## src/rtl/game_countdown_timer_if.sv

```systemverilog
// Control/status bundle between the game FSM and the round countdown timer.
// The game FSM holds the master side; the timer implements the slave side.
interface game_countdown_timer_if #(
  parameter int DIGITS = 2
);
  logic                  start_i;
  logic                  pause_i;
  logic                  load_i;
  logic [4*DIGITS-1:0]   load_val_i;
  logic                  running_o;
  logic                  expired_o;
  logic                  done_o;
  logic [4*DIGITS-1:0]   bcd_o;
  logic [7*DIGITS-1:0]   seg_o;

  modport master (
    output start_i, pause_i, load_i, load_val_i,
    input  running_o, expired_o, done_o, bcd_o, seg_o
  );

  modport slave (
    input  start_i, pause_i, load_i, load_val_i,
    output running_o, expired_o, done_o, bcd_o, seg_o
  );
endinterface

```

## src/rtl/game_countdown_timer.sv

```systemverilog
// BCD round clock for whack-a-mole: counts down one step every TICK_DIV cycles,
// supports pause/resume, runtime load and restart, and drives 7-segment digits.
module game_countdown_timer #(
  parameter int                  TICK_DIV    = 50_000_000,
  parameter int                  DIGITS      = 2,
  parameter logic [4*DIGITS-1:0] START_VAL   = 'h20,
  parameter bit                  SEG_ACT_LOW = 1'b1
) (
  input logic                   clk,
  input logic                   reset,
  game_countdown_timer_if.slave bus
);

  localparam int            PW        = (TICK_DIV > 1) ? $clog2(TICK_DIV) : 1;
  localparam logic [PW-1:0] PRESC_MAX = PW'(TICK_DIV - 1);

  typedef enum logic [1:0] {
    IDLE,
    RUN,
    PAUSED,
    EXPIRED
  } state_e;

  state_e              state_q, state_d;
  logic [4*DIGITS-1:0] bcd_q, bcd_d;
  logic [PW-1:0]       presc_q, presc_d;
  logic                done_q, done_d;
  logic                advance;
  logic [4*DIGITS-1:0] bcdDec;
  logic [7*DIGITS-1:0] seg;

  // Any digit above 9 saturates to 9 so the display never shows garbage.
  function automatic logic [4*DIGITS-1:0] clampBcd(input logic [4*DIGITS-1:0] v);
    logic [4*DIGITS-1:0] r;
    r = v;
    for (int i = 0; i < DIGITS; i++) begin
      if (v[4*i +: 4] > 4'd9) r[4*i +: 4] = 4'd9;
    end
    return r;
  endfunction

  function automatic logic [4*DIGITS-1:0] decBcd(input logic [4*DIGITS-1:0] v);
    logic [4*DIGITS-1:0] r;
    logic                borrow;
    r      = v;
    borrow = 1'b1;
    for (int i = 0; i < DIGITS; i++) begin
      if (borrow) begin
        if (v[4*i +: 4] == 4'd0) begin
          r[4*i +: 4] = 4'd9;
        end else begin
          r[4*i +: 4] = v[4*i +: 4] - 4'd1;
          borrow      = 1'b0;
        end
      end
    end
    return r;
  endfunction

  // Active-low gfedcba patterns; blank for anything that is not a decimal digit.
  function automatic logic [6:0] segCode(input logic [3:0] d);
    logic [6:0] c;
    case (d)
      4'd0:    c = 7'b1000000;
      4'd1:    c = 7'b1111001;
      4'd2:    c = 7'b0100100;
      4'd3:    c = 7'b0110000;
      4'd4:    c = 7'b0011001;
      4'd5:    c = 7'b0010010;
      4'd6:    c = 7'b0000010;
      4'd7:    c = 7'b1111000;
      4'd8:    c = 7'b0000000;
      4'd9:    c = 7'b0011000;
      default: c = 7'b1111111;
    endcase
    return c;
  endfunction

  // State, count, prescaler and the expiry pulse all reset asynchronously.
  always_ff @(posedge clk or posedge reset) begin
    if (reset) begin
      state_q <= IDLE;
      bcd_q   <= START_VAL;
      presc_q <= '0;
      done_q  <= 1'b0;
    end else begin
      state_q <= state_d;
      bcd_q   <= bcd_d;
      presc_q <= presc_d;
      done_q  <= done_d;
    end
  end

  // A zero count never wraps: stepping from zero stays at zero.
  assign bcdDec = (bcd_q == '0) ? '0 : decBcd(bcd_q);

  // Commands resolve as load > start > pause > tick.
  always_comb begin
    state_d = state_q;
    bcd_d   = bcd_q;
    presc_d = presc_q;
    done_d  = 1'b0;
    advance = 1'b0;

    if (bus.load_i) begin
      bcd_d   = clampBcd(bus.load_val_i);
      presc_d = '0;
      state_d = IDLE;
    end else if (bus.start_i && (state_q == IDLE)) begin
      presc_d = '0;
      if (bcd_q == '0) begin
        state_d = EXPIRED;
        done_d  = 1'b1;
      end else begin
        state_d = RUN;
      end
    end else if (bus.start_i && (state_q == EXPIRED)) begin
      bcd_d   = START_VAL;
      presc_d = '0;
      state_d = RUN;
    end else begin
      case (state_q)
        RUN: begin
          if (bus.pause_i) state_d = PAUSED;
          else             advance = 1'b1;
        end
        PAUSED: begin
          if (!bus.pause_i) begin
            state_d = RUN;
            advance = 1'b1;
          end
        end
        default: ;
      endcase

      // Resuming counts on the release cycle, continuing from the held prescaler.
      if (advance) begin
        if (presc_q == PRESC_MAX) begin
          presc_d = '0;
          bcd_d   = bcdDec;
          if (bcdDec == '0) begin
            state_d = EXPIRED;
            done_d  = 1'b1;
          end
        end else begin
          presc_d = presc_q + PW'(1);
        end
      end
    end
  end

  always_comb begin
    seg = '0;
    for (int i = 0; i < DIGITS; i++) begin
      seg[7*i +: 7] = SEG_ACT_LOW ? segCode(bcd_q[4*i +: 4]) : ~segCode(bcd_q[4*i +: 4]);
    end
  end

  assign bus.running_o = (state_q == RUN);
  assign bus.expired_o = (state_q == EXPIRED);
  assign bus.done_o    = done_q;
  assign bus.bcd_o     = bcd_q;
  assign bus.seg_o     = seg;

endmodule
```

## src/flat_wrapper.sv

```systemverilog
// flat-port wrapper written by rule: the top's interface ports become plain ports
module game_countdown_timer_flat 
#(
  parameter int                  TICK_DIV    = 50_000_000,
  parameter int                  DIGITS      = 2,
  parameter logic [4*DIGITS-1:0] START_VAL   = 'h20,
  parameter bit                  SEG_ACT_LOW = 1'b1
)
  (clk, reset, bus_start_i, bus_pause_i, bus_load_i, bus_load_val_i, bus_running_o, bus_expired_o, bus_done_o, bus_bcd_o, bus_seg_o);
  game_countdown_timer_if #(.DIGITS(DIGITS)) bus_i ();
  input logic clk;
  input logic reset;
  input wire logic [$bits(bus_i.start_i)-1:0] bus_start_i;
  input wire logic [$bits(bus_i.pause_i)-1:0] bus_pause_i;
  input wire logic [$bits(bus_i.load_i)-1:0] bus_load_i;
  input wire logic [$bits(bus_i.load_val_i)-1:0] bus_load_val_i;
  output wire logic [$bits(bus_i.running_o)-1:0] bus_running_o;
  output wire logic [$bits(bus_i.expired_o)-1:0] bus_expired_o;
  output wire logic [$bits(bus_i.done_o)-1:0] bus_done_o;
  output wire logic [$bits(bus_i.bcd_o)-1:0] bus_bcd_o;
  output wire logic [$bits(bus_i.seg_o)-1:0] bus_seg_o;
  assign bus_i.start_i = bus_start_i;
  assign bus_i.pause_i = bus_pause_i;
  assign bus_i.load_i = bus_load_i;
  assign bus_i.load_val_i = bus_load_val_i;
  assign bus_running_o = bus_i.running_o;
  assign bus_expired_o = bus_i.expired_o;
  assign bus_done_o = bus_i.done_o;
  assign bus_bcd_o = bus_i.bcd_o;
  assign bus_seg_o = bus_i.seg_o;
  game_countdown_timer #(.TICK_DIV(TICK_DIV), .DIGITS(DIGITS), .START_VAL(START_VAL), .SEG_ACT_LOW(SEG_ACT_LOW)) u_core (.clk(clk), .reset(reset), .bus(bus_i));
endmodule
```

## config.mk

```make
export PLATFORM = sky130hd
export DESIGN_NAME = game_countdown_timer_flat
export DESIGN_NICKNAME = d
export VERILOG_FILES = /design/src/rtl/game_countdown_timer_if.sv /design/src/rtl/game_countdown_timer.sv /design/src/flat_wrapper.sv
export SDC_FILE = /design/constraint.sdc
export NUM_CORES = 1
export LEC_CHECK = 0
export ABC_CLOCK_PERIOD_IN_PS = 6900
export BUFFER_PORTS_ARGS = -buffer_cell sky130_fd_sc_hd__buf_2
export CORE_MARGIN = 4
export CORE_UTILIZATION = 25
export CTS_BUF_LIST = sky130_fd_sc_hd__clkbuf_8 sky130_fd_sc_hd__clkbuf_16
export DETAILED_ROUTE_END_ITERATION = 8
export MAX_ROUTING_LAYER = met4
export PLACE_DENSITY = 0.48
export SETUP_SLACK_MARGIN = 0.15
export SYNTH_ARGS = -nofsm -noshare
export SYNTH_HDL_FRONTEND = slang
export SYNTH_SLANG_ARGS = --single-unit
```

## constraint.sdc

```tcl
create_clock -name clk -period 6.9 [get_ports clk]
set_input_delay 0 -clock clk [delete_from_list [all_inputs] [get_ports clk]]
set_output_delay 0 -clock clk [all_outputs]
set_load 0.02 [all_outputs]
```

Word-level counts from Yosys, hierarchy flattened
Memory sizes are Yosys's and may differ from the RTL's.
Index checks and enable logic that the tools add are counted.
W data, S select, Z words.
{"block": "totals", "inputBits": 13, "rom_bits": 224, "elab_cells": 67, "n_memories": 2, "output_inout_bits": 25, "register_bits": 37}
{"block": "classes", "n_eq_ne": 5, "add_sub_neg": 3, "n_reduce_logical": 12, "muxes": 39, "n_lt_le_gt_ge": 2}
{"name": "(name not given)", "depth": 16, "word_bits": 7, "rd": 1, "rd_clocked_by_memory_dff": 0, "wr": 0, "line": "game_countdown_timer.sv:63", "rtl": "case (d)"}
{"name": "(name not given)", "depth": 16, "word_bits": 7, "rd": 1, "rd_clocked_by_memory_dff": 0, "wr": 0, "line": "game_countdown_timer.sv:63"}
{"operator": "$mux W26", "count": 5}
{"operator": "$mux W8", "count": 6}
{"operator": "$add A26 B1 Y26 const B", "count": 1}
{"operator": "$eq A26 B26 Y1 const B", "count": 1}
{"operator": "$mux W4", "count": 5}
{"operator": "$mux W2", "count": 9}
{"operator": "$logic_not A8 Y1", "count": 2}
{"operator": "$mux W1", "count": 13}
{"operator": "$gt A4 B4 Y1 const B", "count": 2}
{"operator": "$logic_not A4 Y1", "count": 2}
{"operator": "$sub A4 B1 Y4 const B", "count": 2}
{"operator": "$reduce_bool A3 Y1", "count": 2}
{"operator": "$eq A2 B2 Y1 const B", "count": 2}
{"operator": "$pmux W2 S2", "count": 1}
{"operator": "$reduce_bool A4 Y1", "count": 1}
{"operator": "$reduce_and A3 Y1", "count": 1}
{"operator": "$eq A2 B1 Y1 const B", "count": 1}
{"operator": "$logic_and A1 B1 Y1", "count": 2}
{"operator": "$logic_not A2 Y1", "count": 1}
{"operator": "$ne A2 B2 Y1 const B", "count": 1}
{"operator": "$reduce_or A2 Y1", "count": 1}

Logic depth before layout (Yosys ltp)
{"block": "depth", "word_depth": 11, "depth_mapped": 9, "mapped_depth_nobuf": 8}

Least setup slack after synthesis
OpenSTA, ideal clock, no wires.
{"block": "synth_path", "path_type": "register to register", "from": "register u_core.bcd_q[5], in the netlist u_core.bus.bcd_o[5]", "to": "register u_core.state_q[0]", "arrival_ns": 2.442, "slack_ns": 4.385, "synth_period_minus_slack_ns": 2.515, "setup_ns": 0.073, "stages_incl_launch_ff": 9, "n_path_buf": 0, "t_required_ns": 6.827, "path_cell_list": "dfstp_2 -> inv_1 -> ha_1 -> ha_1 -> or4bb_1 -> o22ai_1 -> a32oi_1 -> or3_4 -> a21oi_2"}
{"block": "synth_via", "elab_chain_cells": 11, "elab_cells_between_ends": 13, "classes_between": "add/sub: 1; mux: 9; reduce/logical: 3"}
{"element": "from (decl)", "line": "game_countdown_timer.sv:25", "rtl": "logic [4*DIGITS-1:0] bcd_q, bcd_d;"}
{"element": "from (signal assigned)", "line": "game_countdown_timer.sv:83", "rtl": "bcd_q <= START_VAL;"}
{"element": "from (signal assigned)", "line": "game_countdown_timer.sv:88", "rtl": "bcd_q <= bcd_d;"}
{"element": "$sub A4 B1 Y4 / $logic_not A4 Y1 (equally long branches)", "line": "game_countdown_timer.sv:52, game_countdown_timer.sv:49"}
{"element": "$mux W4", "line": "game_countdown_timer.sv:49", "rtl": "if (v[4*i +: 4] == 4'd0) begin"}
{"element": "$mux W4", "line": "game_countdown_timer.sv:48", "rtl": "if (borrow) begin"}
{"element": "$mux W8 (*)", "line": "game_countdown_timer.sv:95", "rtl": "assign bcdDec = (bcd_q == '0) ? '0 : decBcd(bcd_q);"}
{"element": "$logic_not A8 Y1 (*)", "line": "game_countdown_timer.sv:141", "rtl": "if (bcdDec == '0) begin"}
{"element": "$mux W2 (*)", "line": "game_countdown_timer.sv:141"}
{"element": "$mux W2 (*)", "line": "game_countdown_timer.sv:138", "rtl": "if (presc_q == PRESC_MAX) begin"}
{"element": "$mux W2 (*)", "line": "game_countdown_timer.sv:137", "rtl": "if (advance) begin"}
{"element": "$mux W2 (*)", "line": "game_countdown_timer.sv:117", "rtl": "end else if (bus.start_i && (state_q == EXPIRED)) begin"}
{"element": "$mux W2 (*)", "line": "game_countdown_timer.sv:109", "rtl": "end else if (bus.start_i && (state_q == IDLE)) begin"}
{"element": "$mux W2 (*)", "line": "game_countdown_timer.sv:105", "rtl": "if (bus.load_i) begin"}
{"element": "via u_core.state_d[0]", "line": "game_countdown_timer.sv:24", "rtl": "state_e state_q, state_d;"}
{"element": "to (signal assigned)", "line": "game_countdown_timer.sv:87", "rtl": "state_q <= state_d;"}
{"element": "to (decl)", "line": "game_countdown_timer.sv:24"}
Mark *: on every way through the listed nets, which the timed path passes. The rest lies on a longest branch.
A chain may end at the register's enable or synchronous reset.

Final worst setup path
Same ends and word-level chain as after synthesis.

==> results.sh <==
export IMPL_min_from="bus_load_val_i[0]"
export IMPL_grt_pass1_vias=2407
export IMPL_synth_ff_type="dfrtp_1"
export IMPL_tritoncts="yes"
export IMPL_fin_nets=380
export IMPL_ys_ff_latch=37
export IMPL_path_class="register to register"
export IMPL_fp_dieH_um=112
export IMPL_stdcell_count=489
export IMPL_peakVddDrop_mv=0.0813
export IMPL_wl_per_cell_um=14.0
export IMPL_finalSetupTns_ns=0
export IMPL_netlist_area_um2=2710
export IMPL_rsz0062_at_grt="false"
export IMPL_finClkSkew_ns=0.0103
export IMPL_wl_um=6840
export IMPL_ys_seq_area_frac=0.342
export IMPL_holdPathStages=3
export IMPL_cts_made_buffers=5
export IMPL_grt_usage=0.116
export IMPL_yosysTopAreaCellShare=0.333
export IMPL_max_cap_violations=0
export IMPL_ys_warnings_count=0
export IMPL_status="finished clean"
export IMPL_grt_ovfl_total=0
export IMPL_layout_drive_gt1_share=0.173
export IMPL_drtPass1Iterations=4
export IMPL_synth_enable_flop_cells=0
export IMPL_finalPower_uw=656
export IMPL_synthArstFlopShare=1.00
export IMPL_drcViolationCount=0
export IMPL_insertedDiodeCount=0
export IMPL_startpoint="u_core.bus.bcd_o[5]"
export IMPL_fp_coreArea_um2=10400
export IMPL_maxSlewViolCount=0
export IMPL_gp_congestion=0.787
export IMPL_finalCoreUtilization=0.300
export IMPL_cellLeakagePower_uw=0.00130
export IMPL_hold_class="input port to register"
export IMPL_synth_cell_types=67
export IMPL_io_buffers=37
export IMPL_slew_headroom=0.399
export IMPL_rows=37
export IMPL_viasPerCell=4.91
export IMPL_pin_count=38
export IMPL_area_growth_pct=15.5
export IMPL_cts_num_sinks=37
export IMPL_grt_max_degree=38
export IMPL_initialDrtViolationCount=192
export IMPL_dp_cells=478
export IMPL_syn_num_nets=344
export IMPL_synth_area_leaders="dfrtp_1 33%, ha_1 6.9%, nor2_1 5.4%, xor2_1 4.5%, nand2_1 3.9%"
export IMPL_cts_root_buf="clkbuf_8"
export IMPL_insertion_delay_ns=0.29
export IMPL_avgSynthCellArea_um2=8.57
export IMPL_htree_num_levels=2
export IMPL_grt_pass1_wl_um=12100
export IMPL_timing_final_crit_share=0.394
export IMPL_dp_hpwl_um=5010
export IMPL_clk_pin_slew_ns=0.08
export IMPL_start_util=0.260
export IMPL_p_per_area_nw_per_um2=210
export IMPL_hold_viol_final=0
export IMPL_r2r_slack_ns=4.18
export IMPL_vias=2400
export IMPL_hold_path_endpoint="u_core.bus.bcd_o[0]"
export IMPL_cp_required_ns=7.12
export IMPL_finalSetupViolCount=0
export IMPL_reg2reg_depth=8
export IMPL_critPathMaxFanout=9
export IMPL_die_width_um=112
export IMPL_end_kind="register"
export IMPL_cp_arrival_ns=2.94
export IMPL_cts_max_path_buffers=2
export IMPL_drtAntennaViolNets=0
export IMPL_dieArea_um2=12600
export IMPL_tightest_slew_ns=0.899
export IMPL_r2r_end="u_core.state_q[0]"
export IMPL_setup_worst_path_start_class="register"
export IMPL_fmaxAchievable_mhz=368
export IMPL_syn_inst=316
export IMPL_rr_startpoint="u_core.bus.bcd_o[5]"
export IMPL_period_needed_ns=2.72
export IMPL_antenna_found_initial=0
export IMPL_yosysTopAreaCell="dfrtp_1"
-- per-layer routing --
metal	track usage	vias to the layer above	routed length [um]
met5	-	-	0
met4	0.0264	0	62
met3	0.0156	5	197
met2	0.187	35	3200
met1	0.155	1155	3380
li1	-	1205	-
-- synth_stat cells, types with 3 or more instances --
| master | n |
|---|---|
| nor3b_1 | 4 |
| mux2i_1 | 4 |
| xor2_1 | 14 |
| a31oi_1 | 3 |
| a21oi_1 | 20 |
| nand2_1 | 28 |
| nor2_1 | 39 |
| o22ai_1 | 3 |
| xnor2_1 | 7 |
| nand2b_1 | 6 |
| clkbuf_1 | 6 |
| inv_1 | 15 |
| o21ai_0 | 16 |
| nand3_1 | 17 |
| nand4_1 | 7 |
| nor3_1 | 5 |
| buf_2 | 5 |
| and3_1 | 5 |
| or3_1 | 4 |
| and4_1 | 6 |
| ha_1 | 15 |
| dfrtp_1 | 36 |
-- worst max path at each step --
stage	end	slack (ns)	cells after the start
6_report	u_core.state_q[0]	4.18	8
3_5_place_dp	u_core.state_q[0]	4.20	8
5_1_grt	u_core.presc_q[23]	3.96	7
3_3_place_gp	u_core.state_q[0]	4.19	8
4_1_cts	u_core.state_q[0]	4.18	8
2_1_floorplan	u_core.state_q[0]	4.39	8
-- power by group --
group	internal, uW	switching (uW)
logic	90.7	160
registers	228	29.8
clock network	68.6	79.2
total	388	269
-- worst max-delay path: stages (launching register included) --
cell and delay [ns]:
dfstp_2 0.63, inv_1 0.08, ha_1 0.29, ha_1 0.36, or4bb_1 0.49, o22ai_1 0.12
a32oi_1 0.11, or3_4 0.41, a21oi_2 0.14
-- through the flow --
| step | area [um2] | setup slack, ns | hold WS, ns |
|---|---|---|---|
| after floorplan | 2710 | 4.39 | 0.140 |
| after global placement | 3020 | 4.19 | 0.151 |
| after detailed placement | 3020 | 4.20 | 0.147 |
| after CTS | 3130 | 4.18 | 0.00968 |
| after global routing | 3130 | 3.96 | 0.0149 |
| final | 3130 | 4.18 | 0.000989 |
-- logic make-up (layout without fill, tap and decap cells) --
| group | Yosys count | count (layout) | synth area share |
|---|---|---|---|
| and+or+nand+nor | 142 | 142 | 0.286 |
| AOI/OAI and AO/OA | 68 | 68 | 0.173 |
| DFF | 37 | 37 | 0.342 |
| buffers and inverters | 28 | 65 | 0.0425 |
| xor gates and xnor gates | 21 | 21 | 0.0679 |
| adders and majority gates | 15 | 15 | 0.0693 |
| muxes | 5 | 5 | 0.0189 |
-- timing repair --
action / in CTS / in global routing
setup buffers: 0 / 0
setup endpoints to repair: 0 / 0
endpoints found under the hold margin: 38 / 0
gates resized for setup: 0 / 0
hold buffers: 3 / 0
-- state kept, by name, indices dropped and copies added, names as in the netlist --
signal             flops
u_core.presc_q        26
u_core.bus.bcd_o       8
u_core.bus.done_o      1
u_core.state_q         2
-- cell usage in the layout, fill, tap and decap left out, types with 3 or more instances in the layout --
cell and instances:
nor3b_1 4, inv_1 16, nand2_1 28, a31oi_1 3, or3_1 4, clkbuf_8 5, nand4_1 7, o22ai_1 3
dfrtp_1 36, a21oi_1 20, nand3_1 17, nor3_1 5, nand2b_1 6, o21ai_0 16, and4_1 6, xnor2_1 7
dlygate4sd3_1 3, nor2_1 39, ha_1 15, buf_2 37, mux2i_1 4, and3_1 5, xor2_1 14
-- final cells by class --
type	instances	area, um2
multi-input cells	251	1670
well taps	136	170
flip-flops and latches	37	927
repair buffers	41	223
clock inverters	3	13.8
inverters	16	60.1
clock buffers	5	68.8
fillers	1135	7290
Power figures use the tool's default switching activity.
